===== config.mk =====
export PLATFORM = sky130hd
export DESIGN_NAME = cpu_sequencer
export DESIGN_NICKNAME = d
export VERILOG_FILES = /design/src/rtl/cpu_pkg.sv /design/src/rtl/cpu_jump_cond.sv /design/src/rtl/cpu_sequencer.sv
export SDC_FILE = /design/constraint.sdc
export NUM_CORES = 1
export LEC_CHECK = 0
export BUFFER_PORTS_ARGS = -buffer_cell sky130_fd_sc_hd__clkbuf_2
export CAP_MARGIN = 20
export CORE_MARGIN = 2
export CORE_UTILIZATION = 52
export DETAILED_ROUTE_END_ITERATION = 16
export PLACE_DENSITY = 0.8
export RECOVER_POWER = 100
export SETUP_SLACK_MARGIN = 0.02
export SYNTH_ARGS = -nofsm -noshare
export SYNTH_HDL_FRONTEND = slang
export SYNTH_SLANG_ARGS = --single-unit

===== constraint.sdc =====
create_clock -name clk -period 2.4 [get_ports clk]
set_input_delay 0.6 -clock clk [delete_from_list [all_inputs] [get_ports clk]]
set_output_delay 0.6 -clock clk [all_outputs]
set_load 0.05 [all_outputs]

===== src/rtl/cpu_pkg.sv =====
// Shared constants, state encoding and helpers for the Hack-style CPU sequencer.
package cpu_pkg;

  localparam int unsigned WORD_W    = 16;
  localparam int unsigned ADDR_W    = 15;
  localparam int unsigned ALU_CTL_W = 9;
  localparam int unsigned JMP_W     = 3;
  localparam int unsigned STATE_W   = 3;

  // Instruction field positions
  localparam int unsigned CINSTR_BIT = 15;
  localparam int unsigned ALU_HI     = 14;
  localparam int unsigned ALU_LO     = 6;
  localparam int unsigned A_BIT      = 12;
  localparam int unsigned DEST_A     = 5;
  localparam int unsigned DEST_D     = 4;
  localparam int unsigned DEST_M     = 3;

  // Jump bit positions within instr[2:0]
  localparam int unsigned JMP_LT = 2;
  localparam int unsigned JMP_EQ = 1;
  localparam int unsigned JMP_GT = 0;

  typedef logic [STATE_W-1:0] state_t;

  localparam state_t ST_IDLE  = 3'd0;
  localparam state_t ST_FETCH = 3'd1;
  localparam state_t ST_LOAD  = 3'd2;
  localparam state_t ST_EXEC  = 3'd3;
  localparam state_t ST_STORE = 3'd4;

  // Pending data-memory write captured in EXEC and replayed in STORE
  typedef struct packed {
    logic [ADDR_W-1:0] addr;
    logic [WORD_W-1:0] data;
  } store_t;

  // 15-bit program counter increment, wraps 0x7FFF -> 0x0000
  function automatic logic [ADDR_W-1:0] pc_inc(input logic [ADDR_W-1:0] p);
    return p + ADDR_W'(1);
  endfunction

endpackage


===== src/rtl/cpu_jump_cond.sv =====
// Jump resolution from the ALU flags and the instruction's jump field.
module cpu_jump_cond
  import cpu_pkg::*;
(
  input  logic [JMP_W-1:0] jump,
  input  logic             zr,
  input  logic             ng,
  output logic             take
);

  // lt / eq / gt terms OR-ed together
  assign take = (jump[JMP_LT] & ng) |
                (jump[JMP_EQ] & zr) |
                (jump[JMP_GT] & ~ng & ~zr);

endmodule


===== src/rtl/cpu_sequencer.sv =====
// Multi-cycle control core: fetch, optional M load, execute, optional M store.
module cpu_sequencer
  import cpu_pkg::*;
(
  input  logic                 clk,
  input  logic                 rst_n,
  input  logic                 run,
  output logic [ADDR_W-1:0]    pc,
  output logic                 imem_req,
  output logic [ADDR_W-1:0]    imem_addr,
  input  logic                 imem_ack,
  input  logic [WORD_W-1:0]    imem_data,
  output logic                 dmem_rd,
  output logic                 dmem_wr,
  output logic [ADDR_W-1:0]    dmem_addr,
  output logic [WORD_W-1:0]    dmem_wdata,
  input  logic [WORD_W-1:0]    dmem_rdata,
  input  logic                 dmem_ack,
  output logic [WORD_W-1:0]    alu_x,
  output logic [WORD_W-1:0]    alu_y,
  output logic [ALU_CTL_W-1:0] alu_instruction,
  input  logic [WORD_W-1:0]    alu_out,
  input  logic                 alu_zr,
  input  logic                 alu_ng
);

  state_t            state_q, state_n;
  logic [ADDR_W-1:0] pc_q, pc_n;
  logic [WORD_W-1:0] a_q, a_n;
  logic [WORD_W-1:0] d_q, d_n;
  logic [WORD_W-1:0] m_q, m_n;
  logic [WORD_W-1:0] instr_q, instr_n;
  store_t            store_q, store_n;
  logic              take;
  state_t            boundary;

  cpu_jump_cond u_jump (
    .jump (instr_q[JMP_W-1:0]),
    .zr   (alu_zr),
    .ng   (alu_ng),
    .take (take)
  );

  // State register
  always_ff @(posedge clk or negedge rst_n) begin
    if (!rst_n) state_q <= ST_IDLE;
    else        state_q <= state_n;
  end

  // Architectural and staging registers
  always_ff @(posedge clk or negedge rst_n) begin
    if (!rst_n) begin
      pc_q    <= '0;
      a_q     <= '0;
      d_q     <= '0;
      m_q     <= '0;
      instr_q <= '0;
      store_q <= '0;
    end else begin
      pc_q    <= pc_n;
      a_q     <= a_n;
      d_q     <= d_n;
      m_q     <= m_n;
      instr_q <= instr_n;
      store_q <= store_n;
    end
  end

  // Where an instruction ends: continue fetching or park
  assign boundary = run ? ST_FETCH : ST_IDLE;

  // Next-state and register update decode
  always_comb begin
    state_n = state_q;
    pc_n    = pc_q;
    a_n     = a_q;
    d_n     = d_q;
    m_n     = m_q;
    instr_n = instr_q;
    store_n = store_q;
    case (state_q)
      ST_IDLE: begin
        if (run) state_n = ST_FETCH;
      end
      ST_FETCH: begin
        if (imem_ack) begin
          instr_n = imem_data;
          state_n = (imem_data[CINSTR_BIT] && imem_data[A_BIT]) ? ST_LOAD : ST_EXEC;
        end
      end
      ST_LOAD: begin
        if (dmem_ack) begin
          m_n     = dmem_rdata;
          state_n = ST_EXEC;
        end
      end
      ST_EXEC: begin
        if (!instr_q[CINSTR_BIT]) begin
          a_n     = {1'b0, instr_q[ADDR_W-1:0]};
          pc_n    = pc_inc(pc_q);
          state_n = boundary;
        end else begin
          // Store address and jump target both come from A before writeback
          store_n = '{addr: a_q[ADDR_W-1:0], data: alu_out};
          if (instr_q[DEST_A]) a_n = alu_out;
          if (instr_q[DEST_D]) d_n = alu_out;
          pc_n    = take ? a_q[ADDR_W-1:0] : pc_inc(pc_q);
          state_n = instr_q[DEST_M] ? ST_STORE : boundary;
        end
      end
      ST_STORE: begin
        if (dmem_ack) state_n = boundary;
      end
      default: state_n = ST_IDLE;
    endcase
  end

  // Port decode from registered state
  assign pc              = pc_q;
  assign imem_req        = (state_q == ST_FETCH);
  assign imem_addr       = pc_q;
  assign dmem_rd         = (state_q == ST_LOAD);
  assign dmem_wr         = (state_q == ST_STORE);
  assign dmem_addr       = (state_q == ST_STORE) ? store_q.addr : a_q[ADDR_W-1:0];
  assign dmem_wdata      = store_q.data;
  assign alu_x           = d_q;
  assign alu_y           = instr_q[A_BIT] ? m_q : a_q;
  assign alu_instruction = instr_q[ALU_HI:ALU_LO];

endmodule


==> results by group <==
Setup path
  • R2R Path Start: state_q[1]
  • FF-to-FF End: store_q[18]
  • R2R Setup Slk: 200 ps
  • CP max FO: 4
  • Worst endpoint data arrival time: about 1900 ps
  • Worst Setup End Kind: output pin
  • CP Cell Sequence: inv_2, nand2_4, nor2_4, buf_6, clkbuf_16, mux2_4, buf_8
  • Critical path type: register to output pin
  • Slowest stage delay, CP: 390 ps
  • CP Launch Type: register
  • Worst EP required: 1800 ps
  • R2r worst-path depth: 6
  • CP max stage cell: dfrtp_1

Floorplanning
  • Core Area: 10400 µm²
  • Cell Rows: 37
  • Die Height: 108 µm
  • Initial core utilization: 53.7%
  • Ports: 160
  • Die area: approximately 12000 µm²
  • Die width: 108 µm

Routing
  • Vias post-DR: 4154
  • Pre-Repair DR Iteration Count: 5
  • DRT iter0 DRCs: between 200 and 300
  • WL per Instance: roughly 19 µm
  • Via/cell ratio: 5.52
  • Final WL: between 10000 and 15000 µm
  • Remaining antenna violation count: 0
  • DRC: 0

Synth
  • Post-Syn Nets: 526
  • Flops & latches, synth: 113
  • Top_reg_cell synth: dfrtp_1
  • EDFF count, synth: 0
  • FFs w/ async S/R, synth: between 90% and 100%
  • Synth unique cells: 42
  • Top cells by area, synth: dfrtp_1 (51%), mux2_2 (14%), buf_4 (6.1%)
  • Yosys warning count: 0
  • Yosys top cell by area: dfrtp_1
  • Mapped cell area: around 5600 µm²
  • Synth Instances: 470
  • Most numerous cell in the Yosys netlist: dfrtp_1
  • Yosys top cell area share: 50.8%
  • Post-synth top cells: dfrtp_1 (113), mux2_2 (71), buf_4 (45), a21oi_1 (37), nand2_1 (29)
  • Mean Syn Cell Area: 11.9 µm²
  • Post-synthesis sequential area ratio: 50.8%

Clock tree
  • H-tree levels: 4
  • Sink Count: ~110
  • # hold bufs at CTS: 0
  • Worst skew pair latency: 510 ps
  • CTS buffer count: 17
  • CTS tree: built
  • Worst-path clk slew: 60 ps
  • Maximum root-to-sink buffer count: 2
  • Root buf cell: clkbuf_8

Global route
  • Largest net degree at the start of global routing: 48
  • Vias in the first global route: 4237
  • Initial antenna violation count: 0
  • GRT Util Overall: 24.6%
  • Total gr overflow: 0
  • First-pass GRT wire length: 21600 µm

Timing
  • Max Freq: 0.395 GHz
  • Final Slew Violations: 0
  • Endpoints failing hold: 0
  • Final Hold Slack: 272 ps
  • Final setup margin: -132 ps
  • Clock Skews: about 8.4 ps
  • Slew @ Worst Pin: 1160 ps
  • Min Tclk post-route: approximately 2500 ps
  • RSZ-0062 raised after global routing: yes
  • Slew HR: 22.4%
  • Endpoints failing setup: 13
  • Final worst path period share: 106%

Cells and area
  • Share of layout cells above drive strength 1: 36.2%
  • Synthesis-to-layout area growth: 23.7%
  • # nets final: 659
  • Final instance area: 6890 µm²
  • Ant diodes: 0
  • Non-Filler Instances: between 700 and 800

Job
  • Max-cap viol count: 0

Place
  • PortBufs: 159
  • Placed Area: roughly 6200 µm²
  • Dpl hpwl: between 9000 and 10000 µm
  • Placed insts: 709
  • Routability cong.: 0.863

Run status
  • Status: finished with violations
  • Failing checks: negative setup slack

Min path
  • Hold crit path type: input port to asynchronous set/reset pin
layout make-up:
type,count,area (µm²)
timing repair buffer,182,1050
inverter,6,22.5
clock inverter,12,140
tap,136,170
multi-input combinational,283,2240
sequential,113,2830
fill,844,3480
clock buffer,20,435
timing repair:
item / in CTS / in global routing
setup buffers: 5 / 4
pin swaps: 1 / 2
setup endpoints to repair: 33 / 16
endpoints found under the hold margin: 0 / 0
gates cloned: 1 / 2
gates resized for setup: 44 / 27
stage by stage:
| step | TNS, ps | setup slack (ps) | util (%) |
|---|---|---|---|
| finish | -1490 | -132 | 66.5 |
| global route | -2500 | -178 | 66.5 |
| CTS | -1440 | -131 | 67.4 |
| detailed placement | 0 | 248 | 59.6 |
| global placement | 0 | 320 | 59.6 |
| floorplan | -358 | -179 | - |
critical path: cells and delay by family, from the launching register on:
kind	cells	cell delay, ps
simple gates	2	190
buf+inv	4	530
mux	1	310
flops	1	390
flip-flops by register name, indices dropped and copies added (netlist names):
name,cells
a_q,16
alu_x,16
dmem_wdata,16
instr_q,16
m_q,16
imem_addr,15
store_q,15
state_q,3
layout by cell type, fill, tap and decap left out, drive strengths merged, types with 2 or more instances in the layout:
master and n:
o21ai 28, a2bb2oi 5, dfrtp 113, o22a 2, mux2 103, and4 3, bufinv 3, buf 27
a21oi 37, o22ai 5, nand4 3, nand3 11, clkinvlp 2, clkbuf 175, mux2i 15, nand2 29
and2 5, and3 2, inv 6, nand2b 2, clkinv 7, nor2 23
logic make-up (layout without fill, tap and decap cells):
| kind of cell | Yosys count | count (layout) | share of synthesized area [%] |
|---|---|---|---|
| AO/OA/AOI/OAI | 82 | 82 | 8.29 |
| adder cells (fa/ha/maj) | 1 | 1 | 0.225 |
| buffers and inverters | 74 | 220 | 9.16 |
| flip-flops | 113 | 113 | 50.8 |
| multiplexers | 118 | 118 | 24.2 |
| AND/OR/NAND/NOR | 82 | 82 | 7.37 |
worst max path at each step:
stage	cells after the start	start	end
final	7	state_q[0]	dmem_addr[12]
after global routing	7	state_q[0]	dmem_addr[12]
after CTS	7	state_q[0]	dmem_addr[8]
after detailed placement	6	state_q[0]	dmem_addr[11]
after global placement	6	state_q[0]	dmem_addr[11]
after floorplan	5	state_q[0]	dmem_addr[0]
per-layer routing:
metal  global-route usage (%)  part of all wire [%]  vias up
met2                     40.1                    50      208
li1                         -                     -     1892
met3                     6.48                   7.5       19
met1                     32.1                    41     2035
met5                        0                     0        -
met4                     7.78                   1.4        0
Power is left out: the tool's default activity adds up to more than one toggle a clock period on the data nets, which glitch-free logic cannot reach.
